===== src/rtl/adsr_env_pkg.sv =====
// Shared definitions for the ADSR envelope path: phase encodings and full-scale level.
// Also imported by the multiplier stage and the testbench.
package adsr_env_pkg;

  localparam int ADSR_LEVEL_W = 8;
  localparam int ADSR_STEP_W  = 8;
  localparam int LEVEL_MAX    = (1 << ADSR_LEVEL_W) - 1;

  typedef enum logic [2:0] {
    IDLE    = 3'd0,
    ATTACK  = 3'd1,
    DECAY   = 3'd2,
    SUSTAIN = 3'd3,
    RELEASE = 3'd4
  } phase_e;

endpackage


===== src/rtl/adsr_env_sync_ff.sv =====
// Multi-stage synchroniser with asynchronous active-low clear to 0.
// STAGES must be at least 2; reused for other cross-domain control inputs.
module sync_ff #(
  parameter int STAGES = 2,
  parameter int WIDTH  = 1
) (
  input  logic             clk,
  input  logic             arst_n,
  input  logic [WIDTH-1:0] d,
  output logic [WIDTH-1:0] q
);

  logic [WIDTH-1:0] stg [STAGES];

  // NOTE: every stage is cleared, so no stale pre-reset value can emerge after reset.
  always_ff @(posedge clk or negedge arst_n) begin
    if (!arst_n) begin
      for (int i = 0; i < STAGES; i++) stg[i] <= '0;
    end else begin
      // NOTE: non-blocking assignments make each stage take its neighbour's old value.
      stg[0] <= d;
      for (int i = 1; i < STAGES; i++) stg[i] <= stg[i-1];
    end
  end

  assign q = stg[STAGES-1];

endmodule


===== src/rtl/adsr_env.sv =====
// ADSR envelope generator, clocked by the slow clk_adsr tick; the gate is synchronised internally.
// Define ADSR_EXP_EN for exponential DECAY/RELEASE (low 3 bits of d_step/r_step are the shift).
module adsr_env
  import adsr_env_pkg::*;
#(
  parameter int LEVEL_W     = ADSR_LEVEL_W,
  parameter int STEP_W      = ADSR_STEP_W,
  parameter int SYNC_STAGES = 2
) (
  input  logic               clk,
  input  logic               arst_n,
  input  logic               gate,
  input  logic [STEP_W-1:0]  a_step,
  input  logic [STEP_W-1:0]  d_step,
  input  logic [LEVEL_W-1:0] sustain,
  input  logic [STEP_W-1:0]  r_step,
  output logic [LEVEL_W-1:0] level,
  output logic [2:0]         phase,
  output logic               active
);

  // One extra bit over the wider operand keeps every sum and compare free of overflow.
  localparam int WIDE_W = ((LEVEL_W > STEP_W) ? LEVEL_W : STEP_W) + 1;
  typedef logic [WIDE_W-1:0] wide_t;
  localparam wide_t MAX_W = wide_t'({LEVEL_W{1'b1}});

  logic               gate_s;
  phase_e             state_q, state_d;
  logic [LEVEL_W-1:0] level_q, level_d;
  wide_t              lvl_w, sum_w, target_w, dec_w;

  sync_ff #(.STAGES(SYNC_STAGES), .WIDTH(1)) u_gate_sync (
    .clk    (clk),
    .arst_n (arst_n),
    .d      (gate),
    .q      (gate_s)
  );

`ifdef ADSR_EXP_EN
  logic [2:0] shift;
  wide_t      diff_w;
  logic       unused_step_bits;
  assign unused_step_bits = ^{d_step, r_step};
`endif

  always_comb begin
    // NOTE: defaults first so no path through the case leaves a variable unassigned (no latches).
    state_d  = state_q;
    level_d  = level_q;
    lvl_w    = wide_t'(level_q);
    sum_w    = lvl_w + wide_t'(a_step);
    target_w = (state_q == DECAY) ? wide_t'(sustain) : '0;
`ifdef ADSR_EXP_EN
    shift    = (state_q == DECAY) ? d_step[2:0] : r_step[2:0];
    diff_w   = (lvl_w > target_w) ? (lvl_w - target_w) : '0;
    dec_w    = (diff_w >> shift) + wide_t'(1);
`else
    dec_w    = (state_q == DECAY) ? wide_t'(d_step) : wide_t'(r_step);
`endif

    unique case (state_q)
      IDLE: begin
        if (gate_s) state_d = ATTACK;
      end
      ATTACK: begin
        if (!gate_s) begin
          state_d = RELEASE;
        end else if (sum_w >= MAX_W) begin
          level_d = '1;
          state_d = DECAY;
        end else begin
          level_d = LEVEL_W'(sum_w);
        end
      end
      DECAY, RELEASE: begin
        // Gate change wins over progress: DECAY drops to RELEASE, RELEASE retriggers in place.
        if ((state_q == DECAY) != gate_s) begin
          state_d = (state_q == DECAY) ? RELEASE : ATTACK;
        end else if (lvl_w <= target_w + dec_w) begin
          level_d = LEVEL_W'(target_w);
          state_d = (state_q == DECAY) ? SUSTAIN : IDLE;
        end else begin
          level_d = LEVEL_W'(lvl_w - dec_w);
        end
      end
      SUSTAIN: begin
        if (!gate_s) state_d = RELEASE;
        else         level_d = sustain;
      end
      default: begin
        state_d = IDLE;
        level_d = '0;
      end
    endcase
  end

  always_ff @(posedge clk or negedge arst_n) begin
    if (!arst_n) begin
      state_q <= IDLE;
      level_q <= '0;
    end else begin
      state_q <= state_d;
      level_q <= level_d;
    end
  end

  assign level  = level_q;
  assign phase  = state_q;
  assign active = (state_q != IDLE);

endmodule


===== config.mk =====
export PLATFORM = sky130hd
export DESIGN_NAME = adsr_env
export DESIGN_NICKNAME = d
export VERILOG_FILES = /design/src/rtl/adsr_env_pkg.sv /design/src/rtl/adsr_env_sync_ff.sv /design/src/rtl/adsr_env.sv
export SDC_FILE = /design/constraint.sdc
export NUM_CORES = 1
export LEC_CHECK = 0
export BUFFER_PORTS_ARGS = -buffer_cell sky130_fd_sc_hd__clkbuf_2
export CORE_MARGIN = 1.5
export CORE_UTILIZATION = 55
export CTS_CLUSTER_DIAMETER = 100
export DETAILED_ROUTE_END_ITERATION = 10
export PLACE_DENSITY = 0.88
export SETUP_SLACK_MARGIN = 0.2
export SLEW_MARGIN = 0
export SYNTH_ARGS = -nofsm -noshare
export SYNTH_HDL_FRONTEND = slang
export SYNTH_SLANG_ARGS = --single-unit
export TNS_END_PERCENT = 20

===== constraint.sdc =====
create_clock -name clk -period 7.6 [get_ports clk]
set_clock_uncertainty 0.05 [all_clocks]
set_input_delay 1.14 -clock clk [delete_from_list [all_inputs] [get_ports clk]]
set_output_delay 1.14 -clock clk [all_outputs]
set_load 0.01 [all_outputs]

==> impl_metrics.json <==
{
  "reg2reg_from": "phase[0]$_DFFE_PN0P_",
  "timing_worst_slew_pin_value_ns": 0.728,
  "worst_setup_path_start_kind": "register",
  "outcome": "finished clean",
  "ir_worst_vdd_v": 0.000147,
  "row_count": 22,
  "layout.filler_cells": 313,
  "slowest_delay_ns": 0.59,
  "pre_cts_ws_ns": 2.35,
  "worstPathMaxFanout": 14,
  "synthFlopType": "dfrtp_1",
  "cts_sinks": 13,
  "grt_max_degree": 19,
  "synthToLayoutAreaGrowth_pct": 13.2,
  "fraction_of_final_layout_cells_with_drive_strength_greater_than_1_pct": 20.4,
  "synth.yosys.seq_area_share_pct": 14.9,
  "worst_hold_start": "u_gate_sync.stg[1]$_DFF_PN0_",
  "synth.cell_area_um2": 2180,
  "fin_setup_tns_ns": 0,
  "drtIter0Drc": 218,
  "synth-edff-count": 0,
  "use_met1_pct": 36.9,
  "place_hpwl_um": 4440,
  "dr_total_vias": 2304,
  "clk-insertion-delay-late_ns": 0.25,
  "worst_ep_required_time_ns": 7.69,
  "gr-total-overflow": 0,
  "slew-limit-headroom_pct": 51.4,
  "synth-seq-cells": 13,
  "period_utilisation_layout_pct": 67.0,
  "synth_top_area_share_pct": 16.6,
  "numPortBuffers": 46,
  "max-clock-path-buffers": 2,
  "die-height_um": 66.0,
  "first_global_vias": 2047,
  "post-synth-top-area-cell": "ha_1",
  "avgViaCountPerCell": 6.28,
  "root_buffer": "clkbuf_8",
  "total_leakage_power_uw": 0.00128,
  "totalWireLength_um": 5500,
  "floorplan.initialDensity_pct": 58.3,
  "worst_setup_path_end_kind": "register",
  "synth_fp_nets": 341,
  "routabilityCongestion": 0.906,
  "cts-hold-fix-buffers": 0,
  "floorplan.core_area_um2": 3740,
  "timing.critical_path.cells": "or3b_4, nand2_1, nand2_1, ha_1, fa_1, maj3_1, nor3b_4, o31ai_1, nand2b_1, xnor2_1, ha_1, nand3_1, nor3_1, a211oi_1, o311ai_2, nor3_4, o311ai_1, o31ai_1",
  "first_pass_iters": 7,
  "worstHoldPathType": "reg -> reg",
  "yosys_warnings": 0,
  "drc_violations_left": 0,
  "critPathKind": "reg -> reg",
  "grt_first_pass_wirelength_um": 9060,
  "yosys-top-cells-area": "ha_1, dfrtp_1, nand2_1, nor2_1, a21o_1",
  "groute.layer.met2.usage_pct": 42.8,
  "post-route-worst-setup-slack_ns": 2.51,
  "die_width_um": 66.0,
  "report.final.hold_viol_count": 0,
  "num-nets-final": 386,
  "synth-async-reset-ratio_pct": 100,
  "powerDensity_nw_per_um2": 301,
  "rsz0062_at_grt": "no",
  "busiest_layer": "met2",
  "final-setup-viol-count": 0,
  "syn-mean-instance-area_um2": 7.93,
  "diodes": 0,
  "post_synth_num_cell_types": 63,
  "max_freq_mhz": 196,
  "floorplan.die_area_um2": 4350,
  "cts_tree": "yes",
  "fin_crit_ns": 5.09,
  "max_cap_violations": 0,
  "grt_antenna_before_repair": 0,
  "wl_per_cell_um": 15.0,
  "synthCells": 275,
  "setup.worst_path.start": "phase[0]$_DFFE_PN0P_",
  "met3_usage_pct": 4.94,
  "timing.final.max_slew_violations": 0,
  "sequential_cell_area_um2": 325,
  "groute.usage.overall_pct": 26.4,
  "clk_pin_slew_ns": 0.06,
  "io_pins": 47,
  "post_cts.resized_instances": 0,
  "final_ant_viol_nets": 0,
  "arrival_ns": 5.18,
  "report.power.total_uw": 745,
  "cts_buffers": 3,
  "critical-path-slowest-cell": "dfrtp_1",
  "cts-htree-levels": 1,
  "multi_input_comb_area_um2": 1750,
  "post_cts_buffers": 0
}
-- registers in the layout (all words and copies together) (netlist names) --
| name | count |
|---|---|
| level | 8 |
| u_gate_sync.q | 1 |
| phase | 3 |
| u_gate_sync.stg | 1 |
-- cell usage in the layout (no fill, tap or decap), types with 9 or more instances in the layout --
cell and n:
a21o_1 11, a21oi_1 9, clkbuf_2 46, dfrtp_1 13, ha_1 29, inv_1 16
nand2_1 41, nand3_1 10, nor2_1 24, o21ai_0 13
-- metrics by stage --
step	hold slack, ns	utilization [%]	area (um2)	instances
floorplan	0.281	-	2180	275
global placement	0.288	64.8	2430	363
detailed placement	0.296	64.8	2430	363
CTS	0.308	66.0	2470	367
global route	0.314	66.0	2470	367
finish	0.301	66.0	2470	367
-- routing by layer --
metal	up-vias	share of wire (%)
li1	1113	-
met1	1065	44
met2	116	46
met3	10	8.8
met4	0	1.1
met5	-	0
-- area by class of cell --
type                            count  share of cell area (%)
Sequential cell                    13                    13.2
Timing Repair Buffer               46                    9.32
Clock buffer                        4                    1.82
Tap cell                           48                    2.43
Inverter                           16                    2.43
Multi-Input combinational cell    240                    70.8
-- logic make-up after synthesis --
| logic type | Yosys count | synth area share (%) |
|---|---|---|
| AOI/OAI and AO/OA | 82 | 28.6 |
| xor gates and xnor gates | 14 | 5.62 |
| adders and majority gates | 33 | 19.4 |
| buffers and inverters | 22 | 4.87 |
| DFF | 13 | 14.9 |
| muxes | 1 | 0.459 |
| and+or+nand+nor | 110 | 26.2 |
-- synthesized netlist by cell type (3+ instances only) --
cell,instances
a21oi_1,9
nor2_1,24
and3_1,3
dfrtp_1,13
a22oi_1,6
a211oi_1,4
nand2_1,41
nand3_1,10
a21o_1,11
ha_1,29
nand2b_1,3
o31ai_1,3
a222oi_1,3
inv_1,16
xnor2_1,6
and2_1,8
xor2_1,8
o21a_1,3
nor2b_1,3
o21ai_0,13
-- where the power goes --
group          leakage [uW]  switching (uW)  internal (uW)  total (uW)
clock network     0.0000228            25.1           37.0        62.1
logic               0.00109             292            234         526
registers          0.000165            63.6           93.3         157
total               0.00128             380            364         745
-- worst paths after layout --
check / end / cells after the start / slack [ns]
hold / removal: u_gate_sync.q$_DFF_PN0_ / 0 / 0.30
setup reg to reg: level[7]$_DFFE_PN0P_ / 18 / 2.51
hold reg to reg: u_gate_sync.q$_DFF_PN0_ / 0 / 0.30
min in group asynchronous: level[3]$_DFFE_PN0P_ / 1 / 0.74
setup / recovery: level[7]$_DFFE_PN0P_ / 18 / 2.51
max in group asynchronous: phase[2]$_DFFE_PN0P_ / 1 / 6.50
-- critical path, delay by kind of cell, from the launching register on --
family / cells / cell delay [ns]
AND/OR/NAND/NOR: 8 / 1.57
AO/OA/AOI/OAI: 5 / 1.24
adder cells (fa/ha/maj): 4 / 1.38
XOR/XNOR: 1 / 0.14
flip-flops: 1 / 0.59
Note: power is estimated with default switching activity, not from simulation.
